## config.mk

```make
export PLATFORM = sky130hd
export DESIGN_NAME = uart_tx_cfg_flat
export DESIGN_NICKNAME = d
export VERILOG_FILES = /design/src/rtl/uart_pkg.sv /design/src/rtl/uart_tx_cfg_if.sv /design/src/rtl/uart_tx_fifo.sv /design/src/rtl/uart_tx_cfg.sv /design/src/flat_wrapper.sv
export SDC_FILE = /design/constraint.sdc
export NUM_CORES = 1
export LEC_CHECK = 0
export CORE_ASPECT_RATIO = 1.5
export CORE_MARGIN = 5
export CORE_UTILIZATION = 33
export CTS_BUF_LIST = sky130_fd_sc_hd__clkbuf_16
export CTS_CLUSTER_DIAMETER = 200
export DETAILED_ROUTE_END_ITERATION = 7
export HOLD_SLACK_MARGIN = 0.06
export SETUP_SLACK_MARGIN = 0.3
export SYNTH_ARGS = -nofsm -noshare
export SYNTH_HDL_FRONTEND = slang
export SYNTH_SLANG_ARGS = --single-unit
export TNS_END_PERCENT = 10
```

## constraint.sdc

```tcl
create_clock -name clk -period 6.6 [get_ports clk]
set_input_delay 1.98 -clock clk [delete_from_list [all_inputs] [get_ports clk]]
set_output_delay 1.98 -clock clk [all_outputs]
set_load 0.02 [all_outputs]
```

## src/rtl/uart_pkg.sv

```systemverilog
// Shared definitions for the configurable UART transmitter: parity modes,
// transmit FSM encoding and a frame-length helper.
package uart_pkg;

    localparam int PAR_NONE = 0;
    localparam int PAR_EVEN = 1;
    localparam int PAR_ODD  = 2;

    typedef enum logic [2:0] {
        ST_IDLE,
        ST_START,
        ST_DATA,
        ST_PARITY,
        ST_STOP
    } tx_state_t;

    // Clock cycles from the first edge of the start bit to the end of the last stop bit.
    function automatic int frame_len(input int data_bits, input int parity,
                                     input int stop_bits, input int clks_per_bit);
        return (1 + data_bits + ((parity != PAR_NONE) ? 1 : 0) + stop_bits) * clks_per_bit;
    endfunction

endpackage

```

## src/rtl/uart_tx_cfg_if.sv

```systemverilog
// Host-side write port of the transmitter: word strobe, payload and FIFO-not-full.
interface uart_tx_cfg_if #(
    parameter int DATA_BITS = 8
);
    logic                 start;
    logic [DATA_BITS-1:0] data;
    logic                 ready;

    modport master (output start, output data, input ready);
    modport slave  (input start, input data, output ready);
endinterface

```

## src/rtl/uart_tx_fifo.sv

```systemverilog
// Synchronous FIFO queueing words between the host and the transmit shift register.
// Writes when full and reads when empty are ignored; full/empty come from the
// registered occupancy only.
module uart_tx_fifo #(
    parameter int WIDTH = 8,
    parameter int DEPTH = 4
) (
    input  logic                   clk,
    input  logic                   rst,
    input  logic                   wr,
    input  logic                   rd,
    input  logic [WIDTH-1:0]       din,
    output logic [WIDTH-1:0]       dout,
    output logic                   full,
    output logic                   empty,
    output logic [$clog2(DEPTH):0] level
);

    localparam int AW = $clog2(DEPTH);

    logic [WIDTH-1:0] mem [DEPTH];
    logic [AW-1:0]    wr_ptr;
    logic [AW-1:0]    rd_ptr;
    logic             do_wr;
    logic             do_rd;

    assign full  = (level == (AW + 1)'(DEPTH));
    assign empty = (level == '0);
    assign do_wr = wr && !full;
    assign do_rd = rd && !empty;
    assign dout  = mem[rd_ptr];

    // Pointer and occupancy bookkeeping; DEPTH is a power of two so pointers wrap naturally.
    always_ff @(posedge clk or posedge rst) begin
        // NOTE: sequential state uses non-blocking assignments so every register samples pre-edge values.
        if (rst) begin
            wr_ptr <= '0;
            rd_ptr <= '0;
            level  <= '0;
        end else begin
            if (do_wr) wr_ptr <= wr_ptr + AW'(1);
            if (do_rd) rd_ptr <= rd_ptr + AW'(1);
            case ({do_wr, do_rd})
                2'b10:   level <= level + 1'b1;
                2'b01:   level <= level - 1'b1;
                default: level <= level;
            endcase
        end
    end

    // Storage array write port.
    // NOTE: storage has no reset; the cleared pointers make stale contents unreachable.
    always_ff @(posedge clk) begin
        if (do_wr) mem[wr_ptr] <= din;
    end

endmodule

```

## src/rtl/uart_tx_cfg.sv

```systemverilog
// Configurable serial transmitter: start bit, DATA_BITS payload LSB first,
// optional parity, STOP_BITS stop bits. Words are queued in a small FIFO and
// frames follow each other with no idle gap while the FIFO holds data.
module uart_tx_cfg
    import uart_pkg::*;
#(
    parameter int DATA_BITS    = 8,
    parameter int PARITY       = 0,
    parameter int STOP_BITS    = 1,
    parameter int CLKS_PER_BIT = 1,
    parameter int FIFO_DEPTH   = 4
) (
    input  logic                        clk,
    input  logic                        rst,
    uart_tx_cfg_if.slave                host,
    output logic                        q,
    output logic                        busy,
    output logic [$clog2(FIFO_DEPTH):0] level
);

    localparam int                BAUD_W      = (CLKS_PER_BIT > 1) ? $clog2(CLKS_PER_BIT) : 1;
    localparam logic [BAUD_W-1:0] BAUD_RELOAD = BAUD_W'(CLKS_PER_BIT - 1);
    localparam logic [3:0]        LAST_DATA   = 4'(DATA_BITS - 1);
    localparam logic [3:0]        LAST_STOP   = 4'(STOP_BITS - 1);
    localparam logic              PAR_INV     = (PARITY == PAR_ODD);

    tx_state_t            state;
    tx_state_t            state_next;
    logic [BAUD_W-1:0]    baud_cnt;
    logic [BAUD_W-1:0]    baud_next;
    logic [3:0]           bit_cnt;
    logic [3:0]           bit_next;
    logic [DATA_BITS-1:0] shift;
    logic [DATA_BITS-1:0] shift_next;
    logic                 par_acc;
    logic                 par_next;
    logic                 q_next;
    logic                 bit_end;
    logic                 pop;
    logic [DATA_BITS-1:0] fifo_dout;
    logic                 fifo_full;
    logic                 fifo_empty;

    uart_tx_fifo #(
        .WIDTH (DATA_BITS),
        .DEPTH (FIFO_DEPTH)
    ) u_fifo (
        .clk   (clk),
        .rst   (rst),
        .wr    (host.start),
        .rd    (pop),
        .din   (host.data),
        .dout  (fifo_dout),
        .full  (fifo_full),
        .empty (fifo_empty),
        .level (level)
    );

    assign host.ready = !fifo_full;
    assign bit_end    = (baud_cnt == '0);

    // Transmit state, bit timing, shift register and registered line outputs.
    always_ff @(posedge clk or posedge rst) begin
        if (rst) begin
            state    <= ST_IDLE;
            baud_cnt <= BAUD_RELOAD;
            bit_cnt  <= '0;
            shift    <= '0;
            par_acc  <= 1'b0;
            q        <= 1'b1;
            busy     <= 1'b0;
        end else begin
            state    <= state_next;
            baud_cnt <= baud_next;
            bit_cnt  <= bit_next;
            shift    <= shift_next;
            par_acc  <= par_next;
            q        <= q_next;
            busy     <= (state_next != ST_IDLE);
        end
    end

    // Next-state logic: bit sequencing, FIFO pop and the value q takes after the edge.
    always_comb begin
        // NOTE: every output gets a default first so no path through the case leaves a latch.
        state_next = state;
        baud_next  = bit_end ? BAUD_RELOAD : baud_cnt - BAUD_W'(1);
        bit_next   = bit_cnt;
        shift_next = shift;
        par_next   = par_acc;
        q_next     = q;
        pop        = 1'b0;

        case (state)
            ST_IDLE: begin
                baud_next = BAUD_RELOAD;
                q_next    = 1'b1;
                if (!fifo_empty) begin
                    pop        = 1'b1;
                    shift_next = fifo_dout;
                    state_next = ST_START;
                    q_next     = 1'b0;
                end
            end
            ST_START: begin
                if (bit_end) begin
                    state_next = ST_DATA;
                    bit_next   = '0;
                    q_next     = shift[0];
                    par_next   = shift[0];
                end
            end
            ST_DATA: begin
                if (bit_end) begin
                    if (bit_cnt == LAST_DATA) begin
                        bit_next = '0;
                        if (PARITY != PAR_NONE) begin
                            state_next = ST_PARITY;
                            q_next     = par_acc ^ PAR_INV;
                        end else begin
                            state_next = ST_STOP;
                            q_next     = 1'b1;
                        end
                    end else begin
                        bit_next   = bit_cnt + 4'd1;
                        shift_next = shift >> 1;
                        q_next     = shift[1];
                        par_next   = par_acc ^ shift[1];
                    end
                end
            end
            ST_PARITY: begin
                if (bit_end) begin
                    state_next = ST_STOP;
                    bit_next   = '0;
                    q_next     = 1'b1;
                end
            end
            ST_STOP: begin
                if (bit_end) begin
                    if (bit_cnt == LAST_STOP) begin
                        if (!fifo_empty) begin
                            pop        = 1'b1;
                            shift_next = fifo_dout;
                            state_next = ST_START;
                            q_next     = 1'b0;
                        end else begin
                            state_next = ST_IDLE;
                            q_next     = 1'b1;
                        end
                    end else begin
                        bit_next = bit_cnt + 4'd1;
                        q_next   = 1'b1;
                    end
                end
            end
            default: begin
                state_next = ST_IDLE;
                q_next     = 1'b1;
            end
        endcase
    end

endmodule

```

## src/flat_wrapper.sv

```systemverilog
// flat-port wrapper written by rule: the top's interface ports become plain ports
module uart_tx_cfg_flat import uart_pkg::*;
#(
    parameter int DATA_BITS    = 8,
    parameter int PARITY       = 0,
    parameter int STOP_BITS    = 1,
    parameter int CLKS_PER_BIT = 1,
    parameter int FIFO_DEPTH   = 4
)
  (clk, rst, q, busy, level, host_start, host_data, host_ready);
  uart_tx_cfg_if #(.DATA_BITS(DATA_BITS)) host_i ();
  input  logic clk;
  input  logic rst;
  output logic q;
  output logic busy;
  output logic [$clog2(FIFO_DEPTH):0] level;
  input wire logic [$bits(host_i.start)-1:0] host_start;
  input wire logic [$bits(host_i.data)-1:0] host_data;
  output wire logic [$bits(host_i.ready)-1:0] host_ready;
  assign host_i.start = host_start;
  assign host_i.data = host_data;
  assign host_ready = host_i.ready;
  uart_tx_cfg #(.DATA_BITS(DATA_BITS), .PARITY(PARITY), .STOP_BITS(STOP_BITS), .CLKS_PER_BIT(CLKS_PER_BIT), .FIFO_DEPTH(FIFO_DEPTH)) u_core (.clk(clk), .rst(rst), .host(host_i), .q(q), .busy(busy), .level(level));
endmodule
```

==> impl_metrics.env <==
export IMPL_die_x_um=81.1
export IMPL_rr_worst_depth=10
export IMPL_cp_cell_sequence="inv_1, nand3_1, clkdlybuf4s50_1"
export IMPL_dieArea_sq_mm=0.00945
export IMPL_pre_cts_slack_ns=2.79
export IMPL_worst_hold_path_type="flip-flop to flip-flop"
export IMPL_gp_congestion=0.742
export IMPL_global_route_total_overflow=0
export IMPL_fp_dieH_um=117
export IMPL_slew_violations=0
export IMPL_initial_core_util_pct=33.3
export IMPL_maxSlewHeadroom_pct=41.0
export IMPL_finalNetCount=198
export IMPL_synth_avg_cell_area_sq_um=15.3
export IMPL_post_cts_repair_setup_buffers=0
export IMPL_worstReg2RegEnd="u_core.u_fifo.level[2]"
export IMPL_setup_tns_final_ns=0
export IMPL_cts_htree_levels=2
export IMPL_drc_errors=0
export IMPL_largest_net_degree_at_the_start_of_global_routing=25
export IMPL_route_met3_wl_um=77
export IMPL_p_leak_nw=1.07
export IMPL_pwr_share_clk_pct=18.9
export IMPL_cp_required_ns=4.62
export IMPL_max_clock_freq_ghz=0.279
export IMPL_setup_worst_path_end_class="output port"
export IMPL_intPower_mw=0.923
export IMPL_worstPathMaxFanout=6
export IMPL_placeableCoreArea_sq_mm=0.00751
export IMPL_num_antenna_cells=0
export IMPL_global_route_usage_over_all_layers_pct=9.41
export IMPL_route_detailed_vias_per_inst=4.56
export IMPL_grt_antenna_before_repair=0
export IMPL_switchingPower_mw=0.461
export IMPL_path_buf_inv=2
export IMPL_worst_setup_path_startpoint="u_core.u_fifo.level[0]"
export IMPL_critical_path_top_delay_family="buffers and inverters"
export IMPL_critPathSlowestCell="clkdlybuf4s50_1"
export IMPL_seq_power_share_pct=43.5
export IMPL_netlist_area_sq_mm=0.00250
export IMPL_worst_clock_skew_ns=0.00549
export IMPL_r2r_start="u_core.bit_cnt[0]"
export IMPL_finalWorstPathRequiredPeriod_ns=3.58
export IMPL_wl_met2_um=2210
export IMPL_dr_pass1_iters=2
export IMPL_synth_enable_flop_cells=32
export IMPL_timing_critical_path_from_type="flip-flop"
export IMPL_switching_share_pct=33.3
export IMPL_dr_max_layer_used="met4"
export IMPL_pwr_share_comb_pct=37.6
export IMPL_dr_total_vias=1286
export IMPL_routed_wire_length_per_instance_um=13.9
export IMPL_number_of_nets_still_failing_antenna_checks_after_routing=0
export IMPL_worst_slack_ns=3.02
export IMPL_syn2layout_area_growth_pct=16.1
export IMPL_cp_data_arrival_time_ns=1.60
export IMPL_wire_length_of_the_first_global_routing_pass_um=6710
export IMPL_clock_slew_seen_by_the_registers_of_the_worst_setup_and_hold_paths_ns=0.07
export IMPL_power_ir_vdd_worst_uv=145
export IMPL_worst_pin_slew_ns=0.885
export IMPL_tritoncts="yes"
export IMPL_critical_path_cell_count=3
export IMPL_status="completed"
export IMPL_synth_seq_area_share_pct=62.5
export IMPL_number_of_gates_resized_after_cts=0
export IMPL_clkSinkCount=56
export IMPL_final_min_period_over_clock_period_pct=54.3
export IMPL_routed_wirelength_um=3930
export IMPL_number_of_global_route_vias_before_repair=1398
export IMPL_filler_cells=745
export IMPL_hold_viol_final=0
export IMPL_ctsRootBufferMaster="clkbuf_16"
export IMPL_asyncSetResetFlopFracSynth_pct=42.9
export IMPL_post_route_util_pct=38.6
export IMPL_maxCapViolCount=0
export IMPL_powerDensity_mw_per_mm2=477
export IMPL_post_synth_inst_count=163
export IMPL_hold_worst_slack_ns=0.513
export IMPL_worstSkewPairLatency_ns=0.29
export IMPL_io_pin_count=17
export IMPL_synth_ff_type="edfxtp_1"
export IMPL_crit_path_max_incr_delay_ns=0.63
export IMPL_drive_above_1_share_pct=20.0
export IMPL_synth_net_count=182
export IMPL_criticalPathCategory="flip-flop to output port"
export IMPL_cts_made_buffers=5
export IMPL_grt_setup_unrepaired="no"
export IMPL_synth_seq_cells=56
export IMPL_drt_initial_drc_count=28
export IMPL_wl_met1_um=1580
export IMPL_report_final_setup_viol=0
export IMPL_buffer_ports_inserted=16
export IMPL_setup_reg_to_reg_worst_slack_ns=3.78
export IMPL_ys_warnings_count=0
export IMPL_worst_setup_path_endpoint="host_ready"
export IMPL_std_cell_rows=39
export IMPL_ys_types=38
export IMPL_post_cts_hold_buffer_count=0
export IMPL_dp_final_hpwl_um=2850
export IMPL_cts_root_to_sink_buffers=2
-- cells in the mapped netlist, types with 2 or more instances --
library cell / instances / share of area (%)
edfxtp_1: 32 / 38
dfrtp_1: 23 / 23
mux2_2: 16 / 7.2
inv_1: 12 / 1.8
mux4_2: 8 / 7.2
ha_1: 7 / 3.5
nor2_1: 6 / 0.90
o21ai_0: 6 / 1.2
a21oi_1: 4 / 0.80
and3_1: 4 / 1.0
nand2_1: 4 / 0.60
clkbuf_1: 3 / 0.45
nand2b_1: 3 / 0.75
nand3_1: 3 / 0.60
xnor2_1: 3 / 1.1
xor2_1: 3 / 1.1
a211o_1: 2 / 0.70
buf_1: 2 / 0.30
mux2i_1: 2 / 0.80
nand3b_1: 2 / 0.60
-- kinds of logic (layout without fill, tap and decap cells) --
family	after synthesis	after routing	share of synthesized area, %
compound gates	20	20	6.61
xor+xnor	6	6	2.10
fa+ha+maj	8	8	4.30
buf+inv	19	36	3.20
flops	56	56	62.5
mux	26	26	15.2
simple gates	28	28	6.06
-- worst min-delay path by stage --
| stage | start | endpoint | slack [ns] | cells past startpoint |
|---|---|---|---|---|
| 3_3_place_gp | u_core.shift[3] | u_core.shift[3] | 0.49 | 1 |
| 3_5_place_dp | u_core.shift[6] | u_core.shift[6] | 0.50 | 1 |
| 6_report | u_core.shift[6] | u_core.shift[6] | 0.51 | 1 |
| 2_1_floorplan | u_core.shift[2] | u_core.shift[2] | 0.47 | 1 |
| 4_1_cts | u_core.shift[6] | u_core.shift[6] | 0.51 | 1 |
| 5_1_grt | u_core.u_fifo.level[0] | u_core.u_fifo.level[0] | 0.53 | 1 |
-- cell type report --
type / count / area (sq um) / share of cell area, %
Sequential cell: 56 / 1560 / 53.9
Multi-Input combinational cell: 88 / 857 / 29.5
Timing Repair Buffer: 16 / 160 / 5.52
Tap cell: 102 / 128 / 4.40
Clock buffer: 5 / 125 / 4.31
Inverter: 12 / 45.0 / 1.55
Clock inverter: 3 / 23.8 / 0.819
-- power groups by stage --
stage	clock (mW)	combinational (mW)	sequential [mW]
after global placement	0	0.522	0.608
after global routing	0.279	0.585	0.623
after detailed placement	0	0.531	0.613
final	0.262	0.520	0.602
after CTS	0.270	0.534	0.606
after floorplan	0	0.451	0.562
-- placed cells by master (no fill, tap or decap), types with 4 or more instances in the layout --
cell | synthesis | layout
mux2_2 | 16 | 16
clkdlybuf4s50_1 | 0 | 16
nor2_1 | 6 | 6
dfrtp_1 | 23 | 23
edfxtp_1 | 32 | 32
a21oi_1 | 4 | 4
o21ai_0 | 6 | 6
inv_1 | 12 | 12
and3_1 | 4 | 4
ha_1 | 7 | 7
mux4_2 | 8 | 8
nand2_1 | 4 | 4
clkbuf_16 | 0 | 5
-- worst register-to-register path: cells and delay by family, from the launching register on --
| kind | cells | cell delay (ns) |
|---|---|---|
| adders and majority gates | 3 | 0.78 |
| and+or+nand+nor | 2 | 0.59 |
| AOI/OAI and AO/OA | 1 | 0.53 |
| DFF | 1 | 0.40 |
| xor gates and xnor gates | 2 | 0.30 |
| buffers and inverters | 2 | 0.14 |
-- registers in the layout, indices dropped and copies added (netlist names) --
register / count
u_core.busy: 1
u_core.u_fifo.wr_ptr: 2
u_core.bit_cnt: 4
u_core.u_fifo.mem: 32
u_core.shift: 8
u_core.u_fifo.rd_ptr: 2
u_core.u_fifo.level: 3
u_core.q: 1
u_core.state: 3
-- metal layers --
metal	global-route usage [%]	vias to the layer above
li1	-	628
met2	16.9	13
met5	0	-
met4	4.40	0
met1	10.7	641
met3	1.70	4
-- through the flow --
stage,instances,power (mW),cell area [sq um]
6_report,282,1.38,2900
5_1_grt,282,1.49,2900
3_3_place_gp,274,1.13,2750
2_1_floorplan,163,1.01,2500
4_1_cts,282,1.41,2900
3_5_place_dp,274,1.14,2750
Power figures use the tool's default switching activity.
